**src/rtl/st_padding_cfg_sequencer_pkg.sv**
```systemverilog
// Shared definitions for the store-side padding config sequencer.
// Contents:
//   state_t      - sequencer FSM state encoding (3 bits)
//   BEAT_*       - beat-kind codes, numbered in upsample beat order
//   beat_count   - number of loop-config beats for a layer
//   beat_kind    - beat index to beat kind, for both layer shapes
package st_cfg_pkg;

  typedef enum logic [2:0] {
    S_IDLE    = 3'd0,
    S_PAD     = 3'd1,
    S_BEATS   = 3'd2,
    S_RESTART = 3'd3,
    S_RUN     = 3'd4,
    S_DONE    = 3'd5
  } state_t;

  localparam logic [2:0] BEAT_UPDOWN = 3'd0;
  localparam logic [2:0] BEAT_UP_R   = 3'd1;
  localparam logic [2:0] BEAT_UP_L   = 3'd2;
  localparam logic [2:0] BEAT_W      = 3'd3;
  localparam logic [2:0] BEAT_H      = 3'd4;
  localparam logic [2:0] BEAT_OC     = 3'd5;
  localparam logic [2:0] BEAT_B      = 3'd6;
  localparam logic [2:0] BEAT_ST1    = 3'd7;

  function automatic logic [3:0] beat_count(input logic upsample, input logic st1);
    return 4'd5 + {2'b00, upsample, 1'b0} + {3'b000, st1};
  endfunction

  // Kinds are numbered in upsample order, so with upsample the index is the
  // kind. Without upsample the two [1,1] beats are skipped, shifting every
  // beat after updown up by two.
  function automatic logic [2:0] beat_kind(input logic [2:0] idx, input logic upsample);
    if (upsample || (idx == 3'd0)) return idx;
    return idx + 3'd2;
  endfunction

endpackage

```
**src/rtl/st_padding_cfg_sequencer_watchdog.sv**
```systemverilog
// Run-phase stall watchdog.
// Ports:
//   clk, reset  clock, asynchronous active-high reset
//   enable      counting allowed (sequencer in RUN and layer not finishing)
//   activity    store data beat; restarts the idle count
//   clear       drops the sticky timeout (new descriptor accepted)
//   timeout     sticky flag, set when the idle count reaches all-ones
module st_run_watchdog #(
  parameter int TIMEOUT_W = 12
) (
  input  logic clk,
  input  logic reset,
  input  logic enable,
  input  logic activity,
  input  logic clear,
  output logic timeout
);

  localparam logic [TIMEOUT_W-1:0] CNT_MAX = '1;
  localparam logic [TIMEOUT_W-1:0] CNT_PRE = CNT_MAX - TIMEOUT_W'(1);

  logic [TIMEOUT_W-1:0] count;

  // The flag is raised on the same edge that the count reaches all-ones, and
  // the count then saturates so a long stall cannot wrap back to zero.
  always_ff @(posedge clk or posedge reset) begin
    if (reset) begin
      count   <= '0;
      timeout <= 1'b0;
    end else begin
      if (clear) timeout <= 1'b0;
      if (!enable || activity) begin
        count <= '0;
      end else if (count != CNT_MAX) begin
        count <= count + 1'b1;
        if (count == CNT_PRE) timeout <= 1'b1;
      end
    end
  end

endmodule

```
**src/rtl/st_padding_cfg_sequencer.sv**
```systemverilog
// Store-side layer controller for the block-padding unit.
// Accepts one layer descriptor per handshake, emits a pad-config pulse,
// replays the loop-iteration beats on the store loop-config bus, pulses the
// address-counter restart, then supervises the run until all_done.
// Ports:
//   desc_*               descriptor handshake and fields from the controller
//   cfg_ready            loop-config bus back-pressure
//   cfg_block_padding_v  pad-config pulse; diff_rows / upsample_required held
//   cfg_loop_iter_st*    loop-iter beat stream (st1 marker on its own valid)
//   st_addr_valid_pd     address-counter restart pulse
//   data_valid, all_done run-phase activity and completion
//   busy, layer_done, desc_err, timeout  status
module st_padding_cfg_sequencer
  import st_cfg_pkg::*;
#(
  parameter int IMM_WIDTH   = 16,
  parameter int LOOP_ITER_W = 16,
  parameter int TIMEOUT_W   = 12
) (
  input  logic                   clk,
  input  logic                   reset,
  input  logic                   desc_valid,
  output logic                   desc_ready,
  input  logic [LOOP_ITER_W-1:0] desc_width,
  input  logic [LOOP_ITER_W-1:0] desc_height,
  input  logic [LOOP_ITER_W-1:0] desc_oc,
  input  logic [LOOP_ITER_W-1:0] desc_batch,
  input  logic [LOOP_ITER_W-1:0] desc_updown,
  input  logic [IMM_WIDTH-1:0]   desc_diff_rows,
  input  logic                   desc_upsample,
  input  logic                   desc_st1,
  input  logic                   cfg_ready,
  output logic                   cfg_block_padding_v,
  output logic [IMM_WIDTH-1:0]   diff_rows,
  output logic                   upsample_required,
  output logic                   cfg_loop_iter_st_v,
  output logic                   cfg_loop_iter_st1_v,
  output logic [LOOP_ITER_W-1:0] cfg_loop_iter_st,
  output logic                   st_addr_valid_pd,
  input  logic                   data_valid,
  input  logic                   all_done,
  output logic                   busy,
  output logic                   layer_done,
  output logic                   desc_err,
  output logic                   timeout
);

  localparam int CMP_W = (IMM_WIDTH > LOOP_ITER_W) ? IMM_WIDTH : LOOP_ITER_W;
  localparam logic [LOOP_ITER_W-1:0] ONE = LOOP_ITER_W'(1);

  state_t                 state;
  logic [2:0]             beat_idx;
  logic [LOOP_ITER_W-1:0] lat_width, lat_height, lat_oc, lat_batch, lat_updown;
  logic                   lat_st1;

  logic                   accept;
  logic                   desc_bad;
  logic [CMP_W-1:0]       diff_ext, height_ext;
  logic [2:0]             load_idx, load_kind;
  logic [LOOP_ITER_W-1:0] load_value;
  logic                   last_beat;
  logic                   run_enable;

  assign desc_ready = (state == S_IDLE) && !reset;
  assign accept     = desc_valid && desc_ready;
  assign busy       = (state != S_IDLE);
  // all_done takes priority over the watchdog in the finishing cycle.
  assign run_enable = (state == S_RUN) && !all_done;

  // Descriptor legality, plus the beat to present next: beat 0 when leaving
  // PAD, otherwise the successor of the beat currently on the bus. Counts
  // are minus-one encoded; zero counts never reach here, so nothing wraps.
  always_comb begin
    diff_ext   = CMP_W'(desc_diff_rows);
    height_ext = CMP_W'(desc_height);
    desc_bad   = (desc_width == '0) || (desc_height == '0) || (desc_oc == '0) ||
                 (desc_batch == '0) || (diff_ext >= height_ext);
    load_idx   = (state == S_PAD) ? 3'd0 : beat_idx + 3'd1;
    load_kind  = beat_kind(load_idx, upsample_required);
    load_value = '0;
    case (load_kind)
      BEAT_UPDOWN:          load_value = lat_updown;
      BEAT_UP_R, BEAT_UP_L: load_value = ONE;
      BEAT_W:               load_value = lat_width - ONE;
      BEAT_H:               load_value = lat_height - ONE;
      BEAT_OC:              load_value = lat_oc - ONE;
      BEAT_B:               load_value = lat_batch - ONE;
      default:              load_value = '0;
    endcase
    last_beat = ({1'b0, beat_idx} == (beat_count(upsample_required, lat_st1) - 4'd1));
  end

  // Sequencer FSM with registered outputs. Pulse outputs default low each
  // cycle; a beat's valid and value only change on its own handshake.
  always_ff @(posedge clk or posedge reset) begin
    if (reset) begin
      state               <= S_IDLE;
      beat_idx            <= '0;
      lat_width           <= '0;
      lat_height          <= '0;
      lat_oc              <= '0;
      lat_batch           <= '0;
      lat_updown          <= '0;
      lat_st1             <= 1'b0;
      diff_rows           <= '0;
      upsample_required   <= 1'b0;
      cfg_block_padding_v <= 1'b0;
      cfg_loop_iter_st_v  <= 1'b0;
      cfg_loop_iter_st1_v <= 1'b0;
      cfg_loop_iter_st    <= '0;
      st_addr_valid_pd    <= 1'b0;
      layer_done          <= 1'b0;
      desc_err            <= 1'b0;
    end else begin
      cfg_block_padding_v <= 1'b0;
      st_addr_valid_pd    <= 1'b0;
      layer_done          <= 1'b0;
      desc_err            <= 1'b0;
      case (state)
        S_IDLE: begin
          if (accept) begin
            lat_width         <= desc_width;
            lat_height        <= desc_height;
            lat_oc            <= desc_oc;
            lat_batch         <= desc_batch;
            lat_updown        <= desc_updown;
            lat_st1           <= desc_st1;
            diff_rows         <= desc_diff_rows;
            upsample_required <= desc_upsample;
            if (desc_bad) begin
              desc_err <= 1'b1;
            end else begin
              state               <= S_PAD;
              cfg_block_padding_v <= 1'b1;
            end
          end
        end
        S_PAD: begin
          state               <= S_BEATS;
          beat_idx            <= load_idx;
          cfg_loop_iter_st    <= load_value;
          cfg_loop_iter_st_v  <= (load_kind != BEAT_ST1);
          cfg_loop_iter_st1_v <= (load_kind == BEAT_ST1);
        end
        S_BEATS: begin
          if (cfg_ready) begin
            if (last_beat) begin
              state               <= S_RESTART;
              cfg_loop_iter_st    <= '0;
              cfg_loop_iter_st_v  <= 1'b0;
              cfg_loop_iter_st1_v <= 1'b0;
              st_addr_valid_pd    <= 1'b1;
            end else begin
              beat_idx            <= load_idx;
              cfg_loop_iter_st    <= load_value;
              cfg_loop_iter_st_v  <= (load_kind != BEAT_ST1);
              cfg_loop_iter_st1_v <= (load_kind == BEAT_ST1);
            end
          end
        end
        S_RESTART: state <= S_RUN;
        S_RUN: begin
          if (all_done) begin
            state      <= S_DONE;
            layer_done <= 1'b1;
          end
        end
        S_DONE:  state <= S_IDLE;
        default: state <= S_IDLE;
      endcase
    end
  end

  st_run_watchdog #(
    .TIMEOUT_W(TIMEOUT_W)
  ) u_watchdog (
    .clk     (clk),
    .reset   (reset),
    .enable  (run_enable),
    .activity(data_valid),
    .clear   (accept),
    .timeout (timeout)
  );

endmodule

```
**config.mk**
```make
export PLATFORM = sky130hd
export DESIGN_NAME = st_padding_cfg_sequencer
export DESIGN_NICKNAME = d
export VERILOG_FILES = /design/src/rtl/st_padding_cfg_sequencer_pkg.sv /design/src/rtl/st_padding_cfg_sequencer_watchdog.sv /design/src/rtl/st_padding_cfg_sequencer.sv
export SDC_FILE = /design/constraint.sdc
export NUM_CORES = 1
export LEC_CHECK = 0
export ABC_AREA = 1
export CORE_ASPECT_RATIO = 0.7
export CORE_MARGIN = 4
export CORE_UTILIZATION = 40
export CTS_CLUSTER_SIZE = 16
export DETAILED_ROUTE_END_ITERATION = 8
export GPL_TIMING_DRIVEN = 0
export HOLD_SLACK_MARGIN = 0.06
export SYNTH_ARGS = -nofsm -noshare
export SYNTH_HDL_FRONTEND = slang
export SYNTH_HIERARCHICAL = 1
export SYNTH_SLANG_ARGS = --single-unit
```
**constraint.sdc**
```tcl
create_clock -name clk -period 8.4 [get_ports clk]
set_clock_uncertainty 0.15 [all_clocks]
set_input_delay 1.68 -clock clk [delete_from_list [all_inputs] [get_ports clk]]
set_output_delay 1.68 -clock clk [all_outputs]
set_load 0.05 [all_outputs]
```
### Word-level counts from Yosys, hierarchy flattened

Cells that the tools add are included.

* bits in registers: 139
* input bits: 104
* output and inout port bits: 42
* logic and storage cells: 118

* add/subtract/negate cells: 10
* $lt $le $gt $ge: 1
* equality and inequality tests: 21
* mux-type cells: 40
* reductions and logical operators: 27

Operator list (number)
* $pmux W16 S6: 1
* $logic_not A16 Y1: 4
* $sub A16 B1 Y16 const B: 4
* $mux W16: 2
* $pmux W16 S2: 1
* $mux W3: 10
* $mux W12: 2
* $mux W1: 20
* $ge A16 B16 Y1: 1
* $eq A3 B3 Y1 const B: 5
* $pmux W3 S5: 1
* $add A12 B1 Y12 const B: 1
* $eq A12 B12 Y1 const B: 1
* $eq A3 B2 Y1 const B: 4
* $ne A12 B12 Y1 const B: 1
* $ne A2 B2 Y1 const B: 6
* $logic_not A3 Y1: 3
* $eq A3 B1 Y1 const B: 2
* $logic_or A1 B1 Y1: 6
* $pmux W3 S2: 1
* $reduce_and A5 Y1: 1
* $add A3 B2 Y4 const A: 1
* $add A4 B1 Y4: 1
* $eq A3 B4 Y1: 1
* other kinds (12): 19

### Depth between registers and ports, before layout

Gate-level depths: netlist (run 1).

* depth in word-level cells: 12
* gate-level depth with buffers: 24
* gate-level depth less buffers: 23

### By module

The synthesis (run 1) kept the hierarchy.

By module, submodules not included
* st_padding_cfg_sequencer: times used 1, cells an instance 884, area an instance 6701.4 um^2, seq. area each 3153.0 um^2
* st_run_watchdog: times used 1, cells an instance 105, area an instance 814.5 um^2, seq. area each 325.3 um^2

### Worst setup path after synthesis (run 1)

Ideal clock, no wire load.

* path kind: input-to-output
* start point: input port reset
* end point: output port desc_ready
* arrival time: 2.362 ns
* required time: 6.570 ns
* slack: 4.208 ns
* cell stages on the path: 1
* path buffers: 0
* path through: nor2_1

* longest elaborated chain between the ends: 2

RTL lines
* start: declaration: RTL line st_padding_cfg_sequencer.sv:21 `input logic reset,`
* $logic_not A1 Y1 (no line)
* $logic_and A1 B1 Y1: RTL line st_padding_cfg_sequencer.sv:64 `assign desc_ready = (state == S_IDLE) && !reset;`
* end: declaration: RTL line st_padding_cfg_sequencer.sv:23 `output logic desc_ready,`

No other way between the ends.

### Final worst setup path (run 1)

Same ends and word-level chain as after synthesis.

==> impl_metrics.toml, run 1 <==
[final_layout]
multiInputGateArea_um2 = 3528
drive_gt1_share_pct = 9.605
regArea_um2 = 3478
fin_nets = 1278
final_area_um2 = 9952
fillerInstances = 1735
finalNonFillerCells = 1402
fin_util_pct = 54.65
area_growth_pct = 32.41
diodes = 0

[power_and_ir_drop]
peakVddDrop_mv = 0.1934
power.leakage_nw = 4.996
finalPower_mw = 4.344
power_density_nw_per_um2 = 436.5

[clock_tree]
cts_resized = 0
clk_path_buf_depth = 2
cts_tree = "yes"
clock_latency_ns = 0.43
cts.clk_slew.worst_paths_ns = 0.06
clock-sinks = 139
htree_levels = 4
postCtsHoldBufs = 0
post-cts-setup-buffers = 0
root_buffer = "clkbuf_16"
cts_buffers = 17

[detailed_routing]
vias = 6961
drtPass1Iterations = 7
via_per_inst = 4.965
wl_met2_um = 9127
drc_errors = 0
wl_met3_um = 1514
top_layer_used = "met4"
wl_per_cell_um = 16.25
drt-met1-wl_um = 11900
ant_nets = 0
drt_iter0_drc = 787
drt_wl_total_um = 22780

[sta]
setup_tns_ns = 0
grt_setup_unrepaired = "no"
hold_viol = 0
setup_slack_ns = 3.402
finalCritPeriodShare_pct = 59.50
setup_viol = 0
tightest_slew_ns = 0.7038
hold_ws_ns = 0.3303
slew_headroom_pct = 53.08
fmax_ghz = 0.2001
drv_slew = 0
min_period_ns = 4.998

[floorplan]
die_area_um2 = 21080
die_w_um = 171.8
die_h_um = 122.7
core_um2 = 18210
row_count = 41
ios = 146
start_util_pct = 41.27

[worst_setup_path]
arrival_ns = 3.17
cp_top_family = "buffers and inverters"
crit_path_end_kind = "primary output"
r2r_cells = 21
slowest_delay_ns = 0.82
worstSetupPathType = "in2out"
cp-start-kind = "input port"
crit_path_frequent_cell = "clkdlybuf4s50_1"
cp_cell_sequence = "clkdlybuf4s50_1 -> nor2_1 -> clkdlybuf4s50_1"
cp.required_ns = 6.57
critical_path_peak_fanout = 3
cp_slowest_cell = "clkdlybuf4s50_1"
path_depth = 3
path_buf_inv = 2

[synth]
yosys-top-cells-area = "dfrtp_1 46%, nand2_1 19%, nand3_1 5.9%, inv_1 3.7%, ha_1 3.3%"
ys_ff_latch = 139
syn_avg_cell_area_um2 = 7.600
ys_types = 39
netlist.area_leader.share_pct = 46.28
yosys.area.top_type = "dfrtp_1"
synth.net_count = 1113
syn_inst = 989
synth-seq-area-share_pct = 46.28
synthesis.area_um2 = 7516
yosysWarningCount = 6

[place]
numPortBuffers = 145
post_dp_cell_area_um2 = 9295
hpwl_um = 17620
dp.cells = 1371
preCtsSetupSlack_ns = 3.390
gp_congestion = 0.8808

[global_route]
grt-ovfl-total = 0
grtUsageTotal_pct = 22.53
grt_pass1_vias = 6639
grt_max_degree = 70
grt_pass1_wl_um = 36390
antenna_found_initial = 0

[hold_path]
min_path_cells = 2
hp-class = "reg2reg"

[run_status]
outcome = "finished, final reports clean"

[job]
cap_viol_max_count = 0
==> worst min-delay path: stages, from the launching register on <==
cell and delay [ns]:
dfrtp_1 0.34, nand2_1 0.05, nand2_1 0.06
==> registers in the layout, summed over array words and instances (netlist names), 12 cells and up <==
| register | cells |
|---|---|
| lat_width | 16 |
| lat_batch | 16 |
| lat_height | 16 |
| diff_rows | 16 |
| cfg_loop_iter_st | 16 |
| u_watchdog/count | 12 |
| lat_oc | 16 |
| lat_updown | 16 |
==> power by group <==
part	leakage, nW	switching (mW)	internal (mW)	total [mW]
clock network	0.322	0.298	0.549	0.847
registers	1.77	0.199	0.941	1.14
logic	2.90	1.58	0.774	2.36
total	5.00	2.08	2.26	4.34
==> cells in the final DEF, fill, tap and decap left out, types with 10 or more instances in the layout <==
cell and n:
nor2_4 11, clkbuf_16 17, nand4_1 15, nand3_1 88, a21oi_1 12, clkbuf_1 22
clkdlybuf4s50_1 145, inv_1 74, nor2_2 13, inv_2 10, nor2_1 48, nand2_1 390
o21ai_0 50, nor4_1 16, dfrtp_1 139, ha_1 20, nand2_2 16
==> cell usage after synthesis, drive strengths merged <==
library cell,instances
a211oi,1
a21boi,2
a21o,1
a21oi,12
a22o,5
a311oi,1
a31oi,4
and2,1
buf,13
clkbuf,22
clkinv,2
dfrtp,139
ha,20
inv,85
nand2,412
nand3,94
nand3b,1
nand4,15
nor2,73
nor3,7
nor4,16
o211ai,1
o21ai,57
o22ai,2
or2,2
xor2,1
==> cell type report <==
cell class | count | share of cell area, %
multi-input combinational | 728 | 35.45
timing repair buffer | 146 | 14.86
clock buffer | 20 | 4.689
sequential | 139 | 34.95
clock inverter | 11 | 1.911
buffer | 35 | 1.823
tap | 236 | 2.967
inverter | 87 | 3.344
==> metal layers <==
metal | GRT usage [%] | vias to the layer above
met3 | 5.570 | 16
met2 | 30.85 | 241
li1 | - | 3507
met5 | 0 | -
met1 | 35.70 | 3197
met4 | 4.664 | 0
==> kinds of logic (layout without fill, tap and decap cells) <==
| family | count (synthesis) | in the layout | synth area share (%) |
|---|---|---|---|
| and+or+nand+nor | 621 | 621 | 37.16 |
| buffers and inverters | 122 | 299 | 6.775 |
| DFF | 139 | 139 | 46.28 |
| adders and majority gates | 20 | 20 | 3.329 |
| AOI/OAI and AO/OA | 86 | 86 | 6.343 |
| xor gates and xnor gates | 1 | 1 | 0.1166 |
==> worst paths after layout <==
check | endpoint | slack, ns | startpoint
worst min register to register | diff_rows[1] | 0.33 | diff_rows[1]
worst min-delay path | diff_rows[1] | 0.33 | diff_rows[1]
min in group asynchronous | lat_oc[5] | 1.60 | reset
worst max register to register | cfg_loop_iter_st[10] | 5.22 | beat_idx[1]
max in group asynchronous | diff_rows[8] | 5.74 | reset
worst max-delay path | desc_ready | 3.40 | reset
Note: power is estimated with default switching activity, not from simulation.
==> run 2: changes to the inputs <==
--- a/config.mk
+++ b/config.mk
@@ -13,6 +13,7 @@
 export DETAILED_ROUTE_END_ITERATION = 8
 export GPL_TIMING_DRIVEN = 0
 export HOLD_SLACK_MARGIN = 0.06
+export PLACE_DENSITY = 0.67
 export SYNTH_ARGS = -nofsm -noshare
 export SYNTH_HDL_FRONTEND = slang
 export SYNTH_HIERARCHICAL = 1
==> constraint.sdc (replaced) <==
create_clock -name clk -period 4.22 [get_ports clk]
set_clock_uncertainty 0.15 [all_clocks]
set_input_delay 0.844 -clock clk [delete_from_list [all_inputs] [get_ports clk]]
set_output_delay 0.844 -clock clk [all_outputs]
set_load 0.05 [all_outputs]
==> impl_metrics.toml, run 2 (synthesis results as in run 1) <==
[global_route]
antenna_found_initial = 0
grtUsageTotal_pct = 22.26
grt-ovfl-total = 0
grt_max_degree = 42
grt_pass1_wl_um = 36330
grt_pass1_vias = 6913

[worst_setup_path]
worstSetupPathType = "in2out"
cp.required_ns = 3.23
critical_path_peak_fanout = 3
arrival_ns = 2.34
crit_path_end_kind = "primary output"
cp-start-kind = "input port"

[clock_tree]
cts_tree = "yes"
root_buffer = "clkbuf_16"
cts_buffers = 17
clk_path_buf_depth = 2
clock_latency_ns = 0.42
postCtsHoldBufs = 0
htree_levels = 4
clock-sinks = 139
cts.clk_slew.worst_paths_ns = 0.06
cts_resized = 0
post-cts-setup-buffers = 0

[job]
cap_viol_max_count = 0

[detailed_routing]
vias = 7060
drt_iter0_drc = 558
drc_errors = 0
ant_nets = 0
drtPass1Iterations = 5
drt_wl_total_um = 22580
wl_per_cell_um = 16.08
via_per_inst = 5.028

[final_layout]
fin_nets = 1280
fin_util_pct = 54.64
mostFrequentLayoutCells = "390 x nand2_1, 145 x clkdlybuf4s50_1, 139 x dfrtp_1, 88 x nand3_1, 74 x inv_1"
diodes = 0
area_growth_pct = 32.40
drive_gt1_share_pct = 9.675
layout_commonest_cell = "nand2_1"

[run_status]
outcome = "finished, final reports clean"

[place]
numPortBuffers = 145
gp_congestion = 0.9089
hpwl_um = 17660

[sta]
setup_tns_ns = 0
finalCritPeriodShare_pct = 78.91
setup_viol = 0
drv_slew = 0
slew_headroom_pct = 44.32
hold_viol = 0
fmax_ghz = 0.3003
grt_setup_unrepaired = "no"
min_period_ns = 3.330
tightest_slew_ns = 0.8351

[floorplan]
core_um2 = 18210
start_util_pct = 41.27
die_w_um = 171.8
die_h_um = 122.7
ios = 146
row_count = 41
die_area_um2 = 21080

[power_and_ir_drop]
peakVddDrop_mv = 0.3574
power_density_nw_per_um2 = 853.7
power.leakage_nw = 4.987

[hold_path]
hp-class = "reg2reg"
## run 2: layout make-up
| type | count | area (um2) |
|---|---|---|
| well taps | 236 | 295.3 |
| clock inverters | 11 | 167.7 |
| flip-flops and latches | 139 | 3478 |
| inverters | 87 | 331.6 |
| multi-input cells | 728 | 3528 |
| repair buffers | 148 | 1511 |
| clock buffers | 20 | 456.7 |
| fillers | 1693 | 8260 |
| plain buffers | 35 | 181.4 |
## run 2: metal layers
metal	vias up	wire [um]	global-route usage [%]
met2	227	9046	31.12
li1	3503	-	-
met4	0	430	6.529
met5	-	0	0
met1	3295	11520	33.35
met3	35	1582	6.504
## run 2: worst max-delay path, stage by stage
cell and delay, ns:
clkdlybuf4s50_1 0.47, nor2_1 0.18, clkdlybuf4s50_1 0.84
## run 2: report_power, final
part	total, mW	leakage [nW]	switching, mW	internal [mW]
Combinational	4.63	2.92	3.08	1.54
Sequential	2.27	1.77	0.401	1.87
Clock	1.60	0.302	0.581	1.02
## run 2: path summary, 6_finish.rpt
| kind | from | to | slack [ns] | cells after the start |
|---|---|---|---|---|
| worst max-delay path | reset | desc_ready | 0.89 | 3 |
| worst min-delay path | diff_rows[1] | diff_rows[1] | 0.33 | 2 |
| worst max register to register | beat_idx[1] | cfg_loop_iter_st[14] | 1.05 | 20 |
| worst min register to register | diff_rows[1] | diff_rows[1] | 0.33 | 2 |
| max in group asynchronous | reset | lat_width[10] | 2.45 | 4 |
| min in group asynchronous | reset | lat_batch[4] | 0.68 | 2 |
## run 2: per-stage QoR
stage	setup WS [ns]	area, um2	power, mW	instances	hold WS [ns]
2_1_floorplan	1.253	7520	5.544	989	0.2925
3_3_place_gp	0.3819	9266	6.780	1370	0.3130
6_report	0.8900	9951	8.495	1404	0.3288
4_1_cts	0.8838	9951	8.485	1404	0.3314
5_1_grt	0.8070	9951	9.170	1404	0.3510
3_5_place_dp	0.6468	9326	6.849	1373	0.3142
